### config.mk
export PLATFORM = sky130hd
export DESIGN_NAME = msrh_l1d_refill_unit
export DESIGN_NICKNAME = d
export VERILOG_FILES = /design/src/rtl/msrh_l1d_refill_unit.sv
export SDC_FILE = /design/constraint.sdc
export NUM_CORES = 1
export LEC_CHECK = 0
export CORE_AREA = 2 2 455 457
export CTS_BUF_LIST = sky130_fd_sc_hd__clkbuf_2 sky130_fd_sc_hd__clkbuf_4 sky130_fd_sc_hd__clkbuf_8
export DETAILED_ROUTE_END_ITERATION = 10
export DIE_AREA = 0 0 457 459
export PLACE_DENSITY_LB_ADDON = 0.25
export REMOVE_ABC_BUFFERS = 1
export SLEW_MARGIN = 20
export SYNTH_ARGS = -nofsm -noshare
export SYNTH_HDL_FRONTEND = slang
export SYNTH_SLANG_ARGS = --single-unit
### constraint.sdc
create_clock -name i_clk -period 99.2 [get_ports i_clk]
set_clock_uncertainty 0.05 [all_clocks]
set_input_delay 19.84 -clock i_clk [delete_from_list [all_inputs] [get_ports i_clk]]
set_output_delay 19.84 -clock i_clk [all_outputs]
set_load 0.02 [all_outputs]
### src/rtl/msrh_l1d_refill_unit.sv
// L1D refill unit: buffers L2 refill responses, looks up the LRQ line address,
// writes the line into the L1D arrays and then frees the LRQ entry.
module msrh_l1d_refill_unit #(
  parameter int   LRQ_ENTRY_SIZE   = 8,
  parameter int   L2_CMD_TAG_W     = 8,
  parameter logic L2_UPPER_TAG_L1D = 1'b0,
  parameter int   PADDR_W          = 56,
  parameter int   LINE_W           = 512,
  parameter int   FIFO_DEPTH       = 2
) (
  input  logic                          i_clk,
  input  logic                          i_reset,
  input  logic                          i_resp_valid,
  output logic                          o_resp_ready,
  input  logic [L2_CMD_TAG_W-1:0]       i_resp_tag,
  input  logic [LINE_W-1:0]             i_resp_data,
  output logic                          o_search_valid,
  output logic [$clog2(LRQ_ENTRY_SIZE)-1:0] o_search_index,
  input  logic [PADDR_W-1:0]            i_search_paddr,
  output logic                          o_wr_valid,
  input  logic                          i_wr_ready,
  output logic [PADDR_W-1:0]            o_wr_paddr,
  output logic [LINE_W-1:0]             o_wr_data,
  output logic                          o_release_valid,
  output logic [LRQ_ENTRY_SIZE-1:0]     o_release_index_oh,
  output logic                          o_tag_error,
  output logic                          o_busy
);

  localparam int IDX_W = $clog2(LRQ_ENTRY_SIZE);
  localparam int OFF_W = $clog2(LINE_W/8);
  localparam int PTR_W = $clog2(FIFO_DEPTH);
  localparam int CNT_W = $clog2(FIFO_DEPTH+1);

  localparam logic [1:0] ST_IDLE    = 2'd0;
  localparam logic [1:0] ST_SEARCH  = 2'd1;
  localparam logic [1:0] ST_WRITE   = 2'd2;
  localparam logic [1:0] ST_RELEASE = 2'd3;

  logic [IDX_W-1:0]   fifo_idx  [FIFO_DEPTH];
  logic [LINE_W-1:0]  fifo_data [FIFO_DEPTH];
  logic [PTR_W-1:0]   wr_ptr, rd_ptr;
  logic [CNT_W-1:0]   count;
  logic [1:0]         state;
  logic [PADDR_W-1:0] paddr_q;
  logic [IDX_W-1:0]   rel_idx;
  logic               tag_err_q;

  logic owner_ok, resp_fire, push, pop;

  // Explicit wrap so non-power-of-2 depths still cycle through every slot.
  function automatic logic [PTR_W-1:0] ptr_inc(input logic [PTR_W-1:0] p);
    return (p == PTR_W'(FIFO_DEPTH-1)) ? '0 : p + PTR_W'(1);
  endfunction

  assign owner_ok     = (i_resp_tag[L2_CMD_TAG_W-1] == L2_UPPER_TAG_L1D);
  assign o_resp_ready = (count < CNT_W'(FIFO_DEPTH));
  assign resp_fire    = i_resp_valid & o_resp_ready;
  assign push         = resp_fire & owner_ok;
  assign pop          = (state == ST_WRITE) & i_wr_ready;

  always_ff @(posedge i_clk) begin
    if (i_reset) begin
      wr_ptr <= '0;
      rd_ptr <= '0;
      count  <= '0;
    end else begin
      if (push) wr_ptr <= ptr_inc(wr_ptr);
      if (pop)  rd_ptr <= ptr_inc(rd_ptr);
      if (push && !pop)      count <= count + CNT_W'(1);
      else if (pop && !push) count <= count - CNT_W'(1);
    end
  end

  always_ff @(posedge i_clk) begin
    if (push) begin
      fifo_idx[wr_ptr]  <= i_resp_tag[IDX_W-1:0];
      fifo_data[wr_ptr] <= i_resp_data;
    end
  end

  // A push in IDLE starts the search next cycle without waiting for count.
  always_ff @(posedge i_clk) begin
    if (i_reset) begin
      state     <= ST_IDLE;
      paddr_q   <= '0;
      rel_idx   <= '0;
      tag_err_q <= 1'b0;
    end else begin
      tag_err_q <= resp_fire & ~owner_ok;
      case (state)
        ST_IDLE:    if (count != '0 || push) state <= ST_SEARCH;
        ST_SEARCH: begin
          paddr_q <= {i_search_paddr[PADDR_W-1:OFF_W], {OFF_W{1'b0}}};
          state   <= ST_WRITE;
        end
        ST_WRITE: begin
          if (i_wr_ready) begin
            rel_idx <= fifo_idx[rd_ptr];
            state   <= ST_RELEASE;
          end
        end
        ST_RELEASE: state <= ST_IDLE;
        default:    state <= ST_IDLE;
      endcase
    end
  end

  assign o_search_valid     = (state == ST_SEARCH);
  assign o_search_index     = o_search_valid ? fifo_idx[rd_ptr] : '0;
  assign o_wr_valid         = (state == ST_WRITE);
  assign o_wr_paddr         = o_wr_valid ? paddr_q : '0;
  assign o_wr_data          = o_wr_valid ? fifo_data[rd_ptr] : '0;
  assign o_release_valid    = (state == ST_RELEASE);
  assign o_release_index_oh = o_release_valid ? (LRQ_ENTRY_SIZE'(1) << rel_idx) : '0;
  assign o_tag_error        = tag_err_q;
  assign o_busy             = (count != '0) || (state != ST_IDLE);

endmodule
# [Word level (Yosys, flattened, before mapping)]
# Memories as Yosys holds them, arrays and structs flattened. A register that Yosys moved wholly into a read port is not among the register bits.
# Index checks and enable logic that the tools add are counted.
[totals] regBits=60 ram_bits=1030 in_bits=580 output_inout_bits=585 word_cells=54 n_memories=2
[mem_list] memory="fifo_data" depth=2 word_bits=512 read_ports=1 rd_ports_with_merged_regs=1 wr=1 line="41" source="logic [LINE_W-1:0] fifo_data [FIFO_DEPTH];"
[mem_list] memory="fifo_idx" depth=2 word_bits=3 read_ports=1 rd_ports_with_merged_regs=1 wr=1 line="40" source="logic [IDX_W-1:0] fifo_idx [FIFO_DEPTH];"
[op_classes] add_sub_neg=4 magnitude_cmp=1 eq_ne=5 shift=1 n_mux=17 bitwise_logic=5 reduce_logical=12
[op_table] op="2-to-1 mux 512 bit" n=1
[op_table] op="2-to-1 mux 56 bit" n=1
[op_table] op="2-to-1 mux 1 bit" n=8
[op_table] op="2-to-1 mux 2 bit" n=4
[op_table] op="2-to-1 mux 8 bit" n=1
[op_table] op="case mux 2 bit (4 select lines)" n=1
[op_table] op="<< shifter 1 x 3 -> 8 bit, first input constant" n=1
[op_table] op="nonzero test 2 bit" n=3
[op_table] op="bitwise AND 1 bit" n=4
[op_table] op="equality test 2 bit, second input constant" n=2
[op_table] op="AND reduction 2 bit" n=2
[op_table] op="2-to-1 mux 3 bit" n=1
[op_table] op="adder 1 bit, second input constant" n=2
[op_table] op="adder 2 x 1 -> 2 bit, second input constant" n=1
[op_table] op="equality test 2 x 1 -> 1 bit, second input constant" n=1
[op_table] op="logical AND 1 bit" n=2
[op_table] op="logical NOT 1 bit" n=2
[op_table] op="logical NOT 2 bit" n=1
[op_table] op="logical OR 1 bit" n=2
[op_table] op="less-than comparator 2 bit, second input constant" n=1
[op_table] op="!= test 2 x 1 -> 1 bit, second input constant" n=1
[op_table] op="!= test 2 bit, second input constant" n=1
[op_table] op="subtractor 2 x 1 -> 2 bit, second input constant" n=1
[op_table] op="inverter 1 bit" n=1

# [Longest topological paths before layout]
# Gate-level depths: netlist of run 1.
[logic_depth] word_depth=7 ltp_mapped=10

# [Worst setup path before layout of run 1]
# OpenSTA, ideal clock, no wires.
[synth_path] kind="in2reg" start="in i_resp_tag[7]" end="mem fifo_data[0][0], enable pin" setup_time_ps=2029 t_arrival_ps=54545 setup_slack_ps=42576 path_stages=2 cell_sequence="nand2b_1 nor3_1"
[synth_between] elab_chain_len=4
[synth_rtl] element="start, declared" line="15" source="input logic [L2_CMD_TAG_W-1:0] i_resp_tag,"
[synth_rtl] element="inverter 1 bit" line="56" source="assign owner_ok = (i_resp_tag[L2_CMD_TAG_W-1] == L2_UPPER_TAG_L1D);"
[synth_rtl] element="bitwise AND 1 bit" line="59" source="assign push = resp_fire & owner_ok;"
[synth_rtl] element="2-to-1 mux 1 bit" line="76" source="if (push) begin"
[synth_rtl] element="2-to-1 mux 1 bit (not written as such)" line="78" source="fifo_data[wr_ptr] <= i_resp_data;"
[synth_rtl] element="end, declared" line="41"
# No other way between the ends.

==> flow_metrics.tcl, run 1 <==
set metrics [dict create \
    status "finished, final reports clean" \
    synth_cell_types 30 \
    initial_utilization_pct 20.8 \
    numCtsBuffers 197 \
    crit_path_max_fanout 100 \
    ys_ff_latch 1091 \
    io_pins 1165 \
    synthAdderAreaFrac_pct 0.146 \
    power_density_nw_per_um2 20.1 \
    fp.dieW_um 457 \
    synthSimpleGateAreaFrac_pct 9.11 \
    clock_path_buffers 3 \
    place_congestion 0.829 \
    ctsResizeCount 0 \
    drc 0 \
    grt_overflow 0 \
    whs_ps 433 \
    critPathBufInv 5 \
    routedWlPerCell_um 22.0 \
    drtIter0Drc 1140 \
    htreeDepth 4 \
    crit_path_max_incr_delay_ps 860 \
    min_period_ps 26320 \
    tns_ps 0 \
    leakage_nw 19.1 \
    final_util_pct 29.7 \
    area_delta_synth_final_pct 42.9 \
    synth_top_area_share_pct 72.4 \
    drtPass1Iterations 7 \
    die_h_um 459 \
    period_share_pct 26.5 \
    worstHoldPathType "reg -> reg" \
    fmax_ghz 0.0380 \
    cp_slowest_cell "buf_4" \
    cp_common_cell "buf_4" \
    nFillCells 20726 \
    first_global_vias 26025 \
    muxShareOfSynthArea_pct 13.2 \
    worst_pin_slew_ps 1210 \
    crit_family "buffers and inverters" \
    cts_hold_buf 0 \
    path_clk_slew_ps 60 \
    routed_wl_um 145000 \
    clk_latency_ps 920 \
    startpoint_type "flop" \
    track_usage_pct 13.3 \
    slew_viol_final 0 \
    synth_area_per_cell_um2 17.3 \
    rsz0062_at_grt "false" \
    synth_area_um2 42700 \
    dp_hpwl_um 101000 \
    syn_inst 2468 \
    synth_top_family_by_area "multiplexers" \
    finalHoldViolations 0 \
    synth_compound_area_share_pct 0.146 \
    drv_cap 0 \
    path_class "reg -> out" \
    cts_tree "yes" \
    cp.arrival_ps 6430 \
    ant_nets 0 \
    cts.sinks 1091 \
    setup_violations 0 \
    yosysSeqAreaShare_pct 75.3 \
    worst_ep_required_time_ps 79310 \
    antenna_found_initial 60 \
    dieArea_um2 210000 \
    postCtsSetupBuffers 0 \
    vias 25326 \
    nets 4296 \
    via_per_inst 3.84 \
    num_rows 167 \
    core_um2 206000 \
    cts_root_buf "clkbuf_8" \
    grt_pass1_wl_um 199000 \
    drive_above_1_share_pct 8.76 \
    slew-limit-headroom_pct 19.2 \
    grt_max_degree 143 \
    yosys_warnings 0 \
    ir_drop_v 0.0000123 \
    crit_chain "buf_4 -> buf_4 -> buf_12 -> buf_4 -> mux2i_1 -> nor2b_1 -> clkdlybuf4s50_1" \
    cp-end-kind "output port" \
    synth_area_leaders "edfxtp_1, mux2i_1, nor2b_1, dfxtp_1, and2_1" \
    io_buffers 1148 \
    synth_top_area_cell "edfxtp_1" \
    synth_xor_area_share_pct 0.0820 \
]
-- worst min-delay path: cells and delay by family (launching register included) --
family        cells  cell delay (ps)
mux               1               60
simple gates      1               70
flops             1              310
-- Yosys cell counts, drive strengths merged --
library cell  instances
and4                  1
or3b                  1
o21ai                 2
o221ai                1
nand3                 1
buf                  74
nand2b                5
edfxtp             1030
a211oi                4
mux2i               565
nor3b                 1
inv                   5
dfxtp                61
conb                  1
nor3                  3
and2                 52
a21oi                 1
ha                    5
nand2                 3
xor2                  2
nor2                 64
nor2b               516
xnor2                 2
or3                   1
o2111ai               1
clkbuf               66
-- layout by cell type (no fill, tap or decap), types with 5 or more instances in the layout --
master           netlist  layout
clkbuf_8               0     203
buf_4                 33      26
and2_1                52      51
clkinv_2               0      20
clkinvlp_4             0       5
nor2b_1              516     516
dfxtp_1               61      60
edfxtp_1            1030    1030
buf_12                 0       5
clkinv_1               0      57
conb_1                 1       6
diode_2                0      21
clkbuf_4               0      54
nor2_1                64      64
bufinv_16              0       7
inv_1                  5       5
clkdlybuf4s50_1        0    1147
mux2i_1              565     565
nand2b_1               5       5
-- logic make-up after synthesis --
| group | count (synthesis) |
|---|---|
| AOI/OAI and AO/OA | 9 |
| xor gates and xnor gates | 4 |
| adders and majority gates | 5 |
| buffers and inverters | 145 |
| DFF | 1091 |
| muxes | 565 |
| other | 1 |
| and+or+nand+nor | 648 |
-- state kept, by name, summed over array words and instances, names as in the netlist, named ones only --
name,flops
paddr_q,50
o_tag_error,1
wr_ptr,1
rd_ptr,1
fifo_data,1024
rel_idx,3
state,2
count,2
fifo_idx,6
-- per-layer routing --
metal / vias up / wire [um] / share of wire, % / global-route usage [%]
met5: - / 302 / 0.21 / 0
met4: 48 / 3910 / 2.7 / 4.15
met3: 271 / 15700 / 11 / 6.87
met2: 980 / 70100 / 48 / 22.3
met1: 12378 / 55000 / 38 / 14.5
li1: 11649 / - / - / -
-- power by group --
group,switching (W),internal (W)
Combinational,0.000138,0.000113
Sequential,0.0000113,0.000539
Clock,0.000197,0.000230
Total,0.000346,0.000882
-- metrics by stage --
step	worst slack [ps]	instances	power (W)	area, um^2
3_5_place_dp	73700	6216	0.000818	57100
2_1_floorplan	42580	2333	0.000799	41900
6_report	72880	6595	0.00123	61100
4_1_cts	72560	6574	0.00125	61000
3_3_place_gp	73650	6216	0.000817	57100
5_1_grt	72400	6579	0.00129	61000
-- worst paths after layout --
kind / start / end / slack [ps] / depth (start not counted)
worst max-delay path: flop / o_wr_data[33] / 72880 / 7
worst min-delay path: paddr_q[48] / paddr_q[48] / 430 / 2
worst max register to register: count[1] / fifo_data[1][178] / 94300 / 6
worst min register to register: paddr_q[48] / paddr_q[48] / 430 / 2
-- layout make-up --
class                           count  area (um^2)  share of cell area [%]
Tap cell                         2704         3380                    5.54
Clock buffer                      257         3200                    5.24
Antenna cell                       21         52.6                  0.0860
Clock inverter                    101          718                    1.18
Sequential cell                  1091        32200                    52.7
Multi-Input combinational cell   1237         9760                    16.0
Inverter                            5         18.8                  0.0307
Timing Repair Buffer             1179        11800                    19.3
(Power assumes the default switching activity.)
==> inputs of run 2 (changes only) <==
--- a/config.mk
+++ b/config.mk
@@ -5,10 +5,10 @@
 export SDC_FILE = /design/constraint.sdc
 export NUM_CORES = 1
 export LEC_CHECK = 0
-export CORE_AREA = 2 2 455 457
+export CORE_AREA = 2 2 459 461
 export CTS_BUF_LIST = sky130_fd_sc_hd__clkbuf_2 sky130_fd_sc_hd__clkbuf_4 sky130_fd_sc_hd__clkbuf_8
 export DETAILED_ROUTE_END_ITERATION = 10
-export DIE_AREA = 0 0 457 459
+export DIE_AREA = 0 0 461 463
 export PLACE_DENSITY_LB_ADDON = 0.25
 export REMOVE_ABC_BUFFERS = 1
 export SLEW_MARGIN = 20
==> constraint.sdc (replaced) <==
create_clock -name i_clk -period 25 [get_ports i_clk]
set_clock_uncertainty 0.05 [all_clocks]
set_input_delay 5 -clock i_clk [delete_from_list [all_inputs] [get_ports i_clk]]
set_output_delay 5 -clock i_clk [all_outputs]
set_load 0.02 [all_outputs]
==> run 2 against run 1 <==
- first-iteration DRC count rose by 16%
- die area increased by 1.8%
- largest cell class unchanged
- hold slack lost 0.60 ps
- global-route usage shrank 0.85 points
- combinational power grew to 4.0 times the previous value
- clock power rose to 3.8 times the previous value
- non-clock buffer count unchanged
- worst setup slack lost 59000 ps
- critical path depth is the same
- register-to-register slack got worse by 75000 ps
- sequential power rose to 4.0 times the previous value
==> flow_metrics.tcl, run 2 (synthesized netlist as in run 1, its figures left out) <==
set metrics [dict create \
    power_density_nw_per_um2 78.8 \
    worstReg2RegEnd "fifo_data[1][2]" \
    min_period_ps 11540 \
    clock_path_buffers 3 \
    clk_latency_ps 900 \
    startpoint_type "flop" \
    path_class "reg -> out" \
    place_congestion 0.807 \
    dp_hpwl_um 96600 \
    regMostFlops "fifo_data" \
    layout_commonest_cell "clkdlybuf4s50_1" \
    worst_ep_required_time_ps 19950 \
    ir_drop_v 0.0000456 \
    crit_path_max_fanout 55 \
    largest_register_ff_count 1024 \
    io_buffers 1148 \
    holdPathEnd "paddr_q[42]" \
    path_clk_slew_ps 60 \
    cp_common_cell "buf_4" \
    slew_viol_final 0 \
    antenna_found_initial 54 \
    track_usage_pct 12.4 \
    routed_wl_um 139000 \
    worstHoldPathType "reg -> reg" \
    pwr-share-seq_pct 45.3 \
    dieArea_um2 213000 \
    finalHoldViolations 0 \
    setup_violations 0 \
    initial_utilization_pct 20.5 \
    crit_path_max_incr_delay_ps 940 \
    fmax_ghz 0.0867 \
    cp.arrival_ps 6490 \
    layout.cells.most_common_list "clkdlybuf4s50_1, edfxtp_1, mux2i_1" \
    vias 25139 \
    numCtsBuffers 195 \
    switchingPower_w 0.00134 \
    p_sw_share_pct 27.9 \
    die_h_um 463 \
    drtPass1Iterations 5 \
    ctsResizeCount 0 \
    worst_pin_slew_ps 1100 \
    comb_power_share_pct 20.7 \
    grt_overflow 0 \
    num_rows 168 \
    area_delta_synth_final_pct 42.9 \
    min_delay_path_depth 2 \
    crit_chain "buf_4 -> buf_4 -> buf_4 -> buf_4 -> mux2i_1 -> nor2b_1 -> clkdlybuf4s50_1" \
    reg2regPathDepth 6 \
    routedWlPerCell_um 20.8 \
    fp.dieW_um 461 \
    period_share_pct 46.2 \
    cp-end-kind "output port" \
    cp_slowest_cell "dfxtp_4" \
    io_pins 1165 \
    nets 4294 \
    cts_tree "yes" \
    largestRegisters "fifo_data: 1024 flops, paddr_q: 50 flops, fifo_idx: 6 flops" \
    drive_above_1_share_pct 8.98 \
    min_from "paddr_q[42]" \
    clockPowerShare_pct 34.0 \
    drc 0 \
    grt_pass1_wl_um 191000 \
    first_global_vias 25776 \
    drv_cap 0 \
    tns_ps 0 \
    cts_root_buf "clkbuf_8" \
    slew-limit-headroom_pct 26.9 \
    via_per_inst 3.76 \
    r2r_setup_slack_ps 19460 \
    cts.sinks 1091 \
    ant_nets 0 \
    r2r_start "count[1]" \
    leakage_nw 19.1 \
    drtIter0Drc 1320 \
    power.internal_w 0.00347 \
    place_ws_ps 14100 \
    grt_max_degree 188 \
    postCtsSetupBuffers 0 \
    core_um2 209000 \
    cts_hold_buf 0 \
    fin_ws_ps 13460 \
    htreeDepth 4 \
    status "finished, final reports clean" \
    rsz0062_at_grt "false" \
]
==> run 2: power by group through the flow <==
stage                     combinational [W]  sequential [W]  clock [W]
after floorplan                    0.000789         0.00238          0
after global placement              0.00102         0.00221          0
after detailed placement            0.00102         0.00222          0
after CTS                           0.00102         0.00218    0.00171
after global routing                0.00106         0.00219    0.00179
final                              0.000996         0.00218    0.00164
==> run 2: worst max-delay path by stage <==
stage,from,endpoint,depth (start not counted)
5_1_grt,flop,o_wr_data[447],7
2_1_floorplan,i_resp_tag[7],fifo_data[0][0],2
3_5_place_dp,i_resp_valid,fifo_data[1][8],7
4_1_cts,flop,o_wr_data[447],7
3_3_place_gp,i_resp_valid,fifo_data[1][8],7
6_report,flop,o_wr_data[447],7
==> run 2: cell type report <==
| cell class | count | area [um^2] |
|---|---|---|
| antenna | 14 | 35.0 |
| clock buffer | 284 | 3390 |
| clock inverter | 67 | 414 |
| fill | 21143 | 147000 |
| inverter | 5 | 18.8 |
| multi-input combinational | 1237 | 9760 |
| sequential | 1091 | 32200 |
| tap | 2805 | 3510 |
| timing repair buffer | 1179 | 11800 |
==> run 2: critical path: cells and delay by family (launching register included) <==
| kind | cells | cell delay [ps] |
|---|---|---|
| buffers and inverters | 5 | 3950 |
| DFF | 1 | 940 |
| muxes | 1 | 180 |
| and+or+nand+nor | 1 | 350 |
==> run 2: per-stage QoR <==
step | hold slack [ps] | instances | power, W | instance area [um^2] | util, %
after CTS | 439 | 6668 | 0.00491 | 61000 | 29.3
after floorplan | 402 | 2333 | 0.00317 | 41900 | -
after global placement | 416 | 6317 | 0.00323 | 57200 | 27.4
after global routing | 456 | 6675 | 0.00504 | 61000 | 29.3
final | 432 | 6682 | 0.00481 | 61100 | 29.3
after detailed placement | 422 | 6317 | 0.00323 | 57200 | 27.4
==> run 2: per-layer routing <==
layer | global-route usage (%) | part of all wire [%]
met4 | 4.06 | 2.6
met5 | 0 | 0.33
met3 | 6.68 | 12
met1 | 13.5 | 38
met2 | 20.7 | 48
==> inputs of run 3 (changes only) <==
==> constraint.sdc (replaced) <==
create_clock -name i_clk -period 11.26 [get_ports i_clk]
set_clock_uncertainty 0.05 [all_clocks]
set_input_delay 2.252 -clock i_clk [delete_from_list [all_inputs] [get_ports i_clk]]
set_output_delay 2.252 -clock i_clk [all_outputs]
set_load 0.02 [all_outputs]
==> run 3 against run 2 <==
- clock power grew 130%
- sequential share of layout area shrank 0.22 points
- first-iteration DRC count is the same
- critical endpoint is now o_wr_data[129]
==> flow_metrics.tcl, run 3 (synthesized netlist as in run 1, its figures left out) <==
set metrics [dict create \
    status "finished, final reports clean" \
    r2r_start "state[0]" \
    crit_chain "buf_12 -> buf_4 -> mux2i_1 -> nor2b_1 -> clkdlybuf4s50_1" \
    path_clk_slew_ps 60 \
    drv_cap 0 \
    min_from "paddr_q[14]" \
    worst_pin_slew_ps 1200 \
    via_per_inst 3.77 \
    track_usage_pct 12.6 \
    critPathBufInv 3 \
    r2r_setup_slack_ps 7550 \
    routed_wl_um 141000 \
    use_met2_pct 20.9 \
    nets 4303 \
    grt_util_met1_pct 13.9 \
    place_congestion 0.803 \
    placedCellCount 6321 \
    tns_ps 0 \
    min_period_ps 6590 \
    dieArea_um2 213000 \
    final_cell_count_no_fill 6693 \
    worstReg2RegEnd "count[1]" \
    antenna_found_initial 49 \
    cp_slowest_cell "dfxtp_4" \
    worst_ep_required_time_ps 8960 \
    drive_above_1_share_pct 9.09 \
    fp.dieW_um 461 \
    clock_path_buffers 3 \
    largest_register_ff_count 1024 \
    drtPass1Iterations 5 \
    regMostFlops "fifo_data" \
    power_density_nw_per_um2 176 \
    num_rows 168 \
    fmax_ghz 0.152 \
    postCtsSetupBuffers 0 \
    path_class "reg -> out" \
    grt_busiest_layer "met2" \
    io_pins 1165 \
    p_total_w 0.0108 \
    crit_path_max_fanout 74 \
    clk_latency_ps 920 \
    cts_tree "yes" \
    holdPathEnd "paddr_q[14]" \
    cp.arrival_ps 4280 \
    finalHoldViolations 0 \
    min_delay_path_depth 2 \
    area_delta_synth_final_pct 43.5 \
    die_h_um 463 \
    crit_path_max_incr_delay_ps 880 \
    slew-limit-headroom_pct 19.9 \
    htreeDepth 4 \
    grt_pass1_wl_um 193000 \
    core_um2 209000 \
    cp-end-kind "output port" \
    worstHoldPathType "reg -> reg" \
    cts_root_buf "clkbuf_8" \
    numCtsBuffers 200 \
    slew_viol_final 0 \
    cts.sinks 1091 \
    period_share_pct 58.5 \
    leakage_nw 19.2 \
    io_buffers 1148 \
    reg2regPathDepth 9 \
    ctsResizeCount 0 \
    dp_hpwl_um 98100 \
    first_global_vias 25851 \
    grt.met3_usage_pct 6.57 \
    ant_nets 0 \
    crit_family "buffers and inverters" \
    grt_overflow 0 \
    vias 25215 \
    layout_commonest_cell "clkdlybuf4s50_1" \
    setup_violations 0 \
    layout.cells.most_common_list "clkdlybuf4s50_1, edfxtp_1, mux2i_1" \
    ir_drop_v 0.000117 \
    drtIter0Drc 1320 \
    final_util_pct 29.4 \
    cts_hold_buf 0 \
    routedWlPerCell_um 21.1 \
    initial_utilization_pct 20.5 \
    startpoint_type "flop" \
    largestRegisters "fifo_data: 1024 flops, paddr_q: 50 flops, fifo_idx: 6 flops" \
    rsz0062_at_grt "false" \
    drc 0 \
    grt_max_degree 154 \
]
## run 3: layout make-up
type / instances / area, um^2
Fill cell: 21104 / 147000
Sequential cell: 1091 / 32200
Timing Repair Buffer: 1183 / 11900
Multi-Input combinational cell: 1237 / 9760
Tap cell: 2805 / 3510
Clock buffer: 276 / 3360
Clock inverter: 82 / 602
Antenna cell: 14 / 35.0
Inverter: 5 / 18.8
## run 3: metrics by stage
step	area, um^2	setup WS [ps]	hold slack [ps]
2_1_floorplan	41900	-27780	402
3_3_place_gp	57300	5400	419
3_5_place_dp	57300	5420	427
4_1_cts	61300	4320	440
5_1_grt	61300	4330	453
6_report	61300	4670	433
## run 3: layer usage
layer	vias up	part of all wire [%]
li1	11628	-
met1	12283	38
met2	1009	48
met3	243	12
met4	52	2.3
met5	-	0.23
## run 3: worst max-delay path by stage
| stage | cells past startpoint | to | slack (ps) |
|---|---|---|---|
| after floorplan | 2 | fifo_data[0][0] | -27780 |
| after global placement | 5 | o_wr_data[129] | 5400 |
| after detailed placement | 5 | o_wr_data[216] | 5420 |
| after CTS | 5 | o_wr_data[216] | 4320 |
| after global routing | 5 | o_wr_data[129] | 4330 |
| final | 5 | o_wr_data[129] | 4670 |
## run 3: worst reg2reg max path: stages (launching register included)
cell     delay [ps]
dfxtp_1         350
inv_1           150
ha_4            330
buf_12          400
buf_4           770
and2_1          650
inv_1           100
ha_1            320
or3_1           380
a21oi_1         140
## run 3: power by group
group	internal, W	switching, W	total (W)
clock network	0.00207	0.00169	0.00376
registers	0.00475	0.0000846	0.00484
logic	0.00100	0.00122	0.00222
